`config.mk`:
```
export PLATFORM = sky130hd
export DESIGN_NAME = rv32m_div_unit
export DESIGN_NICKNAME = d
export VERILOG_FILES = /design/src/rtl/rv32m_pkg.sv /design/src/rtl/rv32m_div_unit_cla.sv /design/src/rtl/rv32m_div_unit.sv
export SDC_FILE = /design/constraint.sdc
export NUM_CORES = 1
export LEC_CHECK = 0
export CAP_MARGIN = 15
export CORE_MARGIN = 2
export CORE_UTILIZATION = 59
export DETAILED_ROUTE_END_ITERATION = 6
export GPL_TIMING_DRIVEN = 1
export PLACE_DENSITY = 0.81
export SLEW_MARGIN = 20
export SYNTH_ARGS = -nofsm -noshare
export SYNTH_HDL_FRONTEND = slang
export SYNTH_SLANG_ARGS = --single-unit
```
`constraint.sdc`:
```
create_clock -name clk -period 7.45 [get_ports clk]
set_input_delay 1.49 -clock clk [delete_from_list [all_inputs] [get_ports clk]]
set_output_delay 1.49 -clock clk [all_outputs]
set_load 0.01 [all_outputs]
```
`src/rtl/rv32m_pkg.sv`:
```
// Shared definitions for the RV32M iterative divider.
// Holds the funct3[1:0] op encodings, the divider state type and the
// fixed result constants used for the two special cases.
package rv32m_pkg;

    localparam logic [1:0] OP_DIV  = 2'b00;
    localparam logic [1:0] OP_DIVU = 2'b01;
    localparam logic [1:0] OP_REM  = 2'b10;
    localparam logic [1:0] OP_REMU = 2'b11;

    typedef enum logic [1:0] {
        IDLE = 2'd0,
        CALC = 2'd1,
        FIX  = 2'd2,
        DONE = 2'd3
    } div_state_t;

    localparam logic [31:0] DIV0_QUOTIENT = 32'hFFFF_FFFF;
    localparam logic [31:0] INT_MIN       = 32'h8000_0000;
    localparam int          DIV_ITERS     = 32;

endpackage

```
`src/rtl/rv32m_div_unit_cla.sv`:
```
// 32-bit carry-lookahead adder: sum_o = a_i + b_i + cin_i (mod 2^32).
// Eight 4-bit groups. Group generate/propagate terms are resolved by
// lookahead; bits inside a group ripple from the group carry.
// There is no carry-out port, so callers derive it from bit 31.
// Ports:
//   a_i, b_i  in  32  addends
//   cin_i     in  1   carry in
//   sum_o     out 32  sum
module rv32m_div_unit_cla (
    input  logic [31:0] a_i,
    input  logic [31:0] b_i,
    input  logic        cin_i,
    output logic [31:0] sum_o
);

    logic [31:0] g;
    logic [31:0] p;
    logic [7:0]  grp_g;
    logic [7:0]  grp_p;
    logic [7:0]  grp_c;

    assign g = a_i & b_i;
    assign p = a_i ^ b_i;

    always_comb begin
        logic carry;
        logic cc;
        grp_g = '0;
        grp_p = '0;
        grp_c = '0;
        sum_o = '0;
        for (int j = 0; j < 8; j++) begin
            grp_g[j] = g[4*j+3]
                     | (p[4*j+3] & g[4*j+2])
                     | (p[4*j+3] & p[4*j+2] & g[4*j+1])
                     | (p[4*j+3] & p[4*j+2] & p[4*j+1] & g[4*j]);
            grp_p[j] = &p[4*j +: 4];
        end
        carry = cin_i;
        for (int j = 0; j < 8; j++) begin
            grp_c[j] = carry;
            carry    = grp_g[j] | (grp_p[j] & carry);
        end
        for (int j = 0; j < 8; j++) begin
            cc = grp_c[j];
            for (int k = 0; k < 4; k++) begin
                sum_o[4*j+k] = p[4*j+k] ^ cc;
                cc           = g[4*j+k] | (p[4*j+k] & cc);
            end
        end
    end

endmodule

```
`src/rtl/rv32m_div_unit.sv`:
```
// Iterative radix-2 restoring divider for RV32M DIV/DIVU/REM/REMU.
// One quotient bit per cycle on operand magnitudes, then a sign fix-up.
// A single CLA serves both the trial subtraction and the final negation.
// Ports:
//   clk         in  1   clock, rising edge
//   rst_n       in  1   async active-low reset
//   i_start     in  1   request; accepted only in IDLE or DONE
//   i_op        in  2   00 DIV, 01 DIVU, 10 REM, 11 REMU
//   i_dividend  in  32  rs1
//   i_divisor   in  32  rs2
//   o_busy      out 1   high in CALC and FIX
//   o_done      out 1   one-cycle pulse, o_result valid from here
//   o_result    out 32  quotient or remainder, held
//
// state | meaning
// IDLE  | waiting for i_start
// CALC  | 32 shift/trial-subtract steps
// FIX   | apply sign to selected result
// DONE  | result valid, may accept next start
module rv32m_div_unit
    import rv32m_pkg::*;
#(
    parameter int XLEN = 32
) (
    input  logic            clk,
    input  logic            rst_n,
    input  logic            i_start,
    input  logic [1:0]      i_op,
    input  logic [XLEN-1:0] i_dividend,
    input  logic [XLEN-1:0] i_divisor,
    output logic            o_busy,
    output logic            o_done,
    output logic [XLEN-1:0] o_result
);

    div_state_t  state_q, state_d;
    logic        is_rem_q, is_rem_d;
    logic        neg_quo_q, neg_quo_d;
    logic        neg_rem_q, neg_rem_d;
    logic [31:0] dvs_q, dvs_d;
    logic [31:0] quo_q, quo_d;
    logic [31:0] rem_q, rem_d;
    logic [4:0]  cnt_q, cnt_d;
    logic [31:0] result_q, result_d;

    logic [31:0] trial_a;
    logic [31:0] sel;
    logic        neg;
    logic [31:0] cla_a;
    logic [31:0] cla_b;
    logic [31:0] cla_sum;
    logic        co;
    logic        accept;
    logic        signed_op;
    logic [31:0] dvd_abs;
    logic [31:0] dvs_abs;

    // Low 32 bits of the 33-bit {rem, quo[31]}; bit 32 is rem_q[31].
    assign trial_a = {rem_q[30:0], quo_q[31]};
    assign sel     = is_rem_q ? rem_q : quo_q;
    assign neg     = is_rem_q ? neg_rem_q : neg_quo_q;

    // FIX reuses the adder for two's-complement negation: ~sel + 0 + 1.
    assign cla_a = (state_q == FIX) ? ~sel : trial_a;
    assign cla_b = (state_q == FIX) ? 32'd0 : ~dvs_q;

    rv32m_div_unit_cla u_cla (
        .a_i   (cla_a),
        .b_i   (cla_b),
        .cin_i (1'b1),
        .sum_o (cla_sum)
    );

    // Carry out of bit 31: when a31^b31, the carry into bit 31 is ~sum31.
    assign co     = (cla_a[31] & cla_b[31]) | ((cla_a[31] ^ cla_b[31]) & ~cla_sum[31]);
    assign accept = rem_q[31] | co;

    assign signed_op = ~i_op[0];
    assign dvd_abs   = (signed_op & i_dividend[31]) ? (~i_dividend + 32'd1) : i_dividend;
    assign dvs_abs   = (signed_op & i_divisor[31])  ? (~i_divisor + 32'd1)  : i_divisor;

    always_comb begin
        state_d   = state_q;
        is_rem_d  = is_rem_q;
        neg_quo_d = neg_quo_q;
        neg_rem_d = neg_rem_q;
        dvs_d     = dvs_q;
        quo_d     = quo_q;
        rem_d     = rem_q;
        cnt_d     = cnt_q;
        result_d  = result_q;

        case (state_q)
            CALC: begin
                rem_d = accept ? cla_sum : trial_a;
                quo_d = {quo_q[30:0], accept};
                cnt_d = cnt_q + 5'd1;
                if (cnt_q == 5'(DIV_ITERS - 1)) begin
                    state_d = FIX;
                end
            end
            FIX: begin
                result_d = neg ? cla_sum : sel;
                state_d  = DONE;
            end
            DONE:    state_d = IDLE;
            default: state_d = state_q;
        endcase

        if (i_start && (state_q == IDLE || state_q == DONE)) begin
            is_rem_d  = i_op[1];
            neg_quo_d = signed_op & (i_dividend[31] ^ i_divisor[31]) & (i_divisor != 32'd0);
            neg_rem_d = signed_op & i_dividend[31];
            dvs_d     = dvs_abs;
            quo_d     = dvd_abs;
            rem_d     = '0;
            cnt_d     = '0;
            if (i_divisor == 32'd0) begin
                result_d = i_op[1] ? i_dividend : DIV0_QUOTIENT;
                state_d  = DONE;
            end else if (signed_op && i_dividend == INT_MIN && i_divisor == 32'hFFFF_FFFF) begin
                result_d = i_op[1] ? 32'd0 : INT_MIN;
                state_d  = DONE;
            end else begin
                state_d  = CALC;
            end
        end
    end

    always_ff @(posedge clk or negedge rst_n) begin
        if (!rst_n) begin
            state_q   <= IDLE;
            is_rem_q  <= 1'b0;
            neg_quo_q <= 1'b0;
            neg_rem_q <= 1'b0;
            dvs_q     <= '0;
            quo_q     <= '0;
            rem_q     <= '0;
            cnt_q     <= '0;
            result_q  <= '0;
        end else begin
            state_q   <= state_d;
            is_rem_q  <= is_rem_d;
            neg_quo_q <= neg_quo_d;
            neg_rem_q <= neg_rem_d;
            dvs_q     <= dvs_d;
            quo_q     <= quo_d;
            rem_q     <= rem_d;
            cnt_q     <= cnt_d;
            result_q  <= result_d;
        end
    end

    assign o_busy   = (state_q == CALC) || (state_q == FIX);
    assign o_done   = (state_q == DONE);
    assign o_result = result_q;

endmodule
```
==> results.yml, run 1 <==
timing:
  finalCritPeriodShare: 0.8898
  slew_headroom: 0.2249
  slew_violations: 0
  rsz0062_at_grt: "no"
  max_freq_mhz: 150.8
  tns_ns: 0
  finalSetupViolations: 0
  final-hold-violation-count: 0
  worst_pin_slew_ns: 1.163
  hold_ws_ns: 0.4815
  finalClockSkew_ns: 0.007692
  min_period_ns: 6.629
grt:
  met1_usage: 0.4462
  gr-total-overflow: 0
  grt_pass1_wl_um: 44440
  grt_max_degree: 106
  antenna_found_initial: 0
  grt_pass1_vias: 8593
  grt_busiest_layer: "met2"
  track_usage: 0.3053
  use_met2: 0.4494
  use_met3: 0.06935
layout:
  fill_cells: 1334
  final_cell_mix: "137 x dfrtp_1, 110 x nand2_1, 110 x o21ai_0, 108 x nor2_1, 100 x clkdlybuf4s50_1"
  layout-drive-gt1-share: 0.08507
  layout.nets: 1367
  num_antenna_cells: 0
  layout_commonest_cell: "dfrtp_1"
  fin_util: 0.7006
  fin_area_mm2: 0.01208
  fin_cells: 1471
  area_delta_synth_final_pct: 16.63
clock_tree:
  cts_buffer_depth: 2
  clock-sinks: 138
  cts_tree: "built"
  cts_resized: 0
  post_cts_buffers: 0
  holdBufCountCts: 0
  cts_htree_levels: 4
  path_clk_slew_ns: 0.06
  insertion_delay_ns: 0.43
  numCtsBuffers: 17
  root_buffer: "clkbuf_16"
synth:
  syn-num-nets: 1316
  avgSynthCellArea_um2: 8.745
  synth_seq_area_share: 0.3335
  ys.flop_type: "dfrtp_1"
  synth_cell_types: 57
  synth_edf_count: 0
  async_flop_share: 1.000
  synth_cells: 1184
  yosys_warnings: 0
  syn_area_mm2: 0.01035
  ys_seq_elements: 138
placed_design:
  port_buffers: 102
  dpl-instance-area_mm2: 0.01146
  place.gp.congestion: 0.8834
  dp_hpwl_um: 18670
  dp_cells: 1441
drt:
  wl_per_cell_um: 18.69
  routed-via-count: 9177
  via_per_inst: 6.239
  wl_um: 27490
  antenna_left: 0
  firstDrtPassIters: 5
  drc: 0
  drt_iter0_markers: 885
critical_path:
  crit_arrival_ns: 6.90
  rrSetupSlack_ns: 0.82
  setup.worst_path.class: "flop to flop"
  required_ns: 7.72
  crit_path_start_kind: "flop"
  path_max_fanout: 44
  crit_path_end_kind: "flop"
job:
  maxCapViolCount: 0
floorplan:
  io_pins: 103
  dieArea_mm2: 0.01862
  rows: 48
  die_y_um: 136.5
  core_area_mm2: 0.01724
  die_w_um: 136.5
  initial_core_util: 0.6007
outcome:
  status: "complete, no violations"
worst_hold_path:
  min_path_type: "flop to flop"
pwr:
  p_sw_w: 0.002982
  seq_power_share: 0.225
  ir_drop_mv: 0.7419
  pwr-share-clk: 0.140
  p_per_area_mw_per_mm2: 534.4
  comb_power_share: 0.635
  swShare: 0.4621
  p_int_w: 0.003471
  p_leak_nw: 5.097
[layout make-up]
type                       instances  area, um2  area share
sequential                       138       3455      0.2861
clock buffer                      22      474.2     0.03927
tap                              225      281.5     0.02331
timing repair buffer             113       1100     0.09108
multi-input combinational        919       6450      0.5341
inverter                          46      172.7     0.01430
clock inverter                     8      142.6     0.01181
[synthesized netlist by cell type (all sizes together) (16+ instances only)]
cell | number | share of area
clkbuf | 64 | 0.023
nand4 | 17 | 0.011
dfrtp | 138 | 0.33
ha | 39 | 0.047
o21ai | 137 | 0.066
fa | 24 | 0.046
nor4 | 16 | 0.015
a21oi | 58 | 0.028
a211oi | 18 | 0.013
nor2b | 44 | 0.027
nand2 | 111 | 0.040
xnor2 | 36 | 0.030
xor2 | 32 | 0.027
a311oi | 17 | 0.014
nor2 | 109 | 0.040
mux2i | 70 | 0.068
nand3 | 37 | 0.018
o211ai | 22 | 0.016
inv | 46 | 0.017
buf | 17 | 0.0076
mux2 | 45 | 0.049
[per-stage QoR]
step	setup WS, ns	total power, W
after floorplan	1.585	0.004264
after global placement	1.245	0.005283
after detailed placement	0.9536	0.005452
after CTS	0.8794	0.006397
after global routing	0.4242	0.006979
final	0.8207	0.006453
[power groups by stage]
stage	sequential [W]	combinational (W)	clock, W
3_5_place_dp	0.00144	0.00401	0
2_1_floorplan	0.00134	0.00292	0
4_1_cts	0.00144	0.00405	0.000909
6_report	0.00145	0.00410	0.000903
5_1_grt	0.00148	0.00455	0.000944
3_3_place_gp	0.00143	0.00385	0
[registers in the layout, indices dropped and copies added (netlist names)]
name,flops
dvs_q,32
cnt_q,5
state_q,2
is_rem_q,1
rem_q,32
neg_rem_q,1
neg_quo_q,1
o_result,32
quo_q,32
[per-layer routing]
| metal | share of wire | vias to the layer above |
|---|---|---|
| met5 | 0 | - |
| met4 | 0.021 | 0 |
| met3 | 0.088 | 45 |
| met2 | 0.44 | 444 |
| met1 | 0.45 | 4402 |
| li1 | - | 4286 |
[cell families after synthesis]
kind of cell | count (synthesis) | share of synthesized area
multiplexers | 115 | 0.1170
flip-flops | 138 | 0.3335
AO/OA/AOI/OAI | 291 | 0.1681
AND/OR/NAND/NOR | 382 | 0.1828
XOR/XNOR | 68 | 0.05752
buffers and inverters | 127 | 0.04749
adder cells (fa/ha/maj) | 63 | 0.09353
[critical path, cell delays in order, from the launching register on]
cell	delay, ns
dfrtp_1	0.44
inv_1	0.17
ha_4	0.51
mux2_2	0.42
ha_1	0.33
o21ai_0	0.26
a221oi_1	0.17
o21ai_0	0.30
a21oi_1	0.20
a221o_1	0.42
a211o_1	0.28
fa_1	0.39
fa_1	0.38
inv_1	0.08
fa_1	0.16
inv_1	0.05
fa_1	0.67
nor2_2	0.35
buf_4	0.44
o21ai_0	0.17
mux2i_1	0.17
nor2_1	0.06
[path summary, 6_finish.rpt]
| path | cells after the start | from | endpoint |
|---|---|---|---|
| worst max register to register | 21 | state_q[0]$_DFFE_PN0P_ | rem_q[1]$_DFFE_PN0P_ |
| min in group asynchronous | 1 | rst_n | dvs_q[0]$_DFFE_PN0P_ |
| max in group asynchronous | 2 | rst_n | rem_q[14]$_DFFE_PN0P_ |
| worst max-delay path | 21 | state_q[0]$_DFFE_PN0P_ | rem_q[1]$_DFFE_PN0P_ |
| worst min register to register | 2 | dvs_q[11]$_DFFE_PN0P_ | dvs_q[11]$_DFFE_PN0P_ |
| worst min-delay path | 2 | dvs_q[11]$_DFFE_PN0P_ | dvs_q[11]$_DFFE_PN0P_ |
Power figures use the tool's default switching activity.
==> run 2, diff against run 1 <==
--- a/config.mk
+++ b/config.mk
@@ -8,9 +8,11 @@
 export CAP_MARGIN = 15
 export CORE_MARGIN = 2
 export CORE_UTILIZATION = 59
+export CTS_CLUSTER_DIAMETER = 50
 export DETAILED_ROUTE_END_ITERATION = 6
 export GPL_TIMING_DRIVEN = 1
 export PLACE_DENSITY = 0.81
+export SKIP_CTS_REPAIR_TIMING = 1
 export SLEW_MARGIN = 20
 export SYNTH_ARGS = -nofsm -noshare
 export SYNTH_HDL_FRONTEND = slang
==> results of run 2 <==
Same layout as run 1: the final DEF is identical, and so are final timing and power.
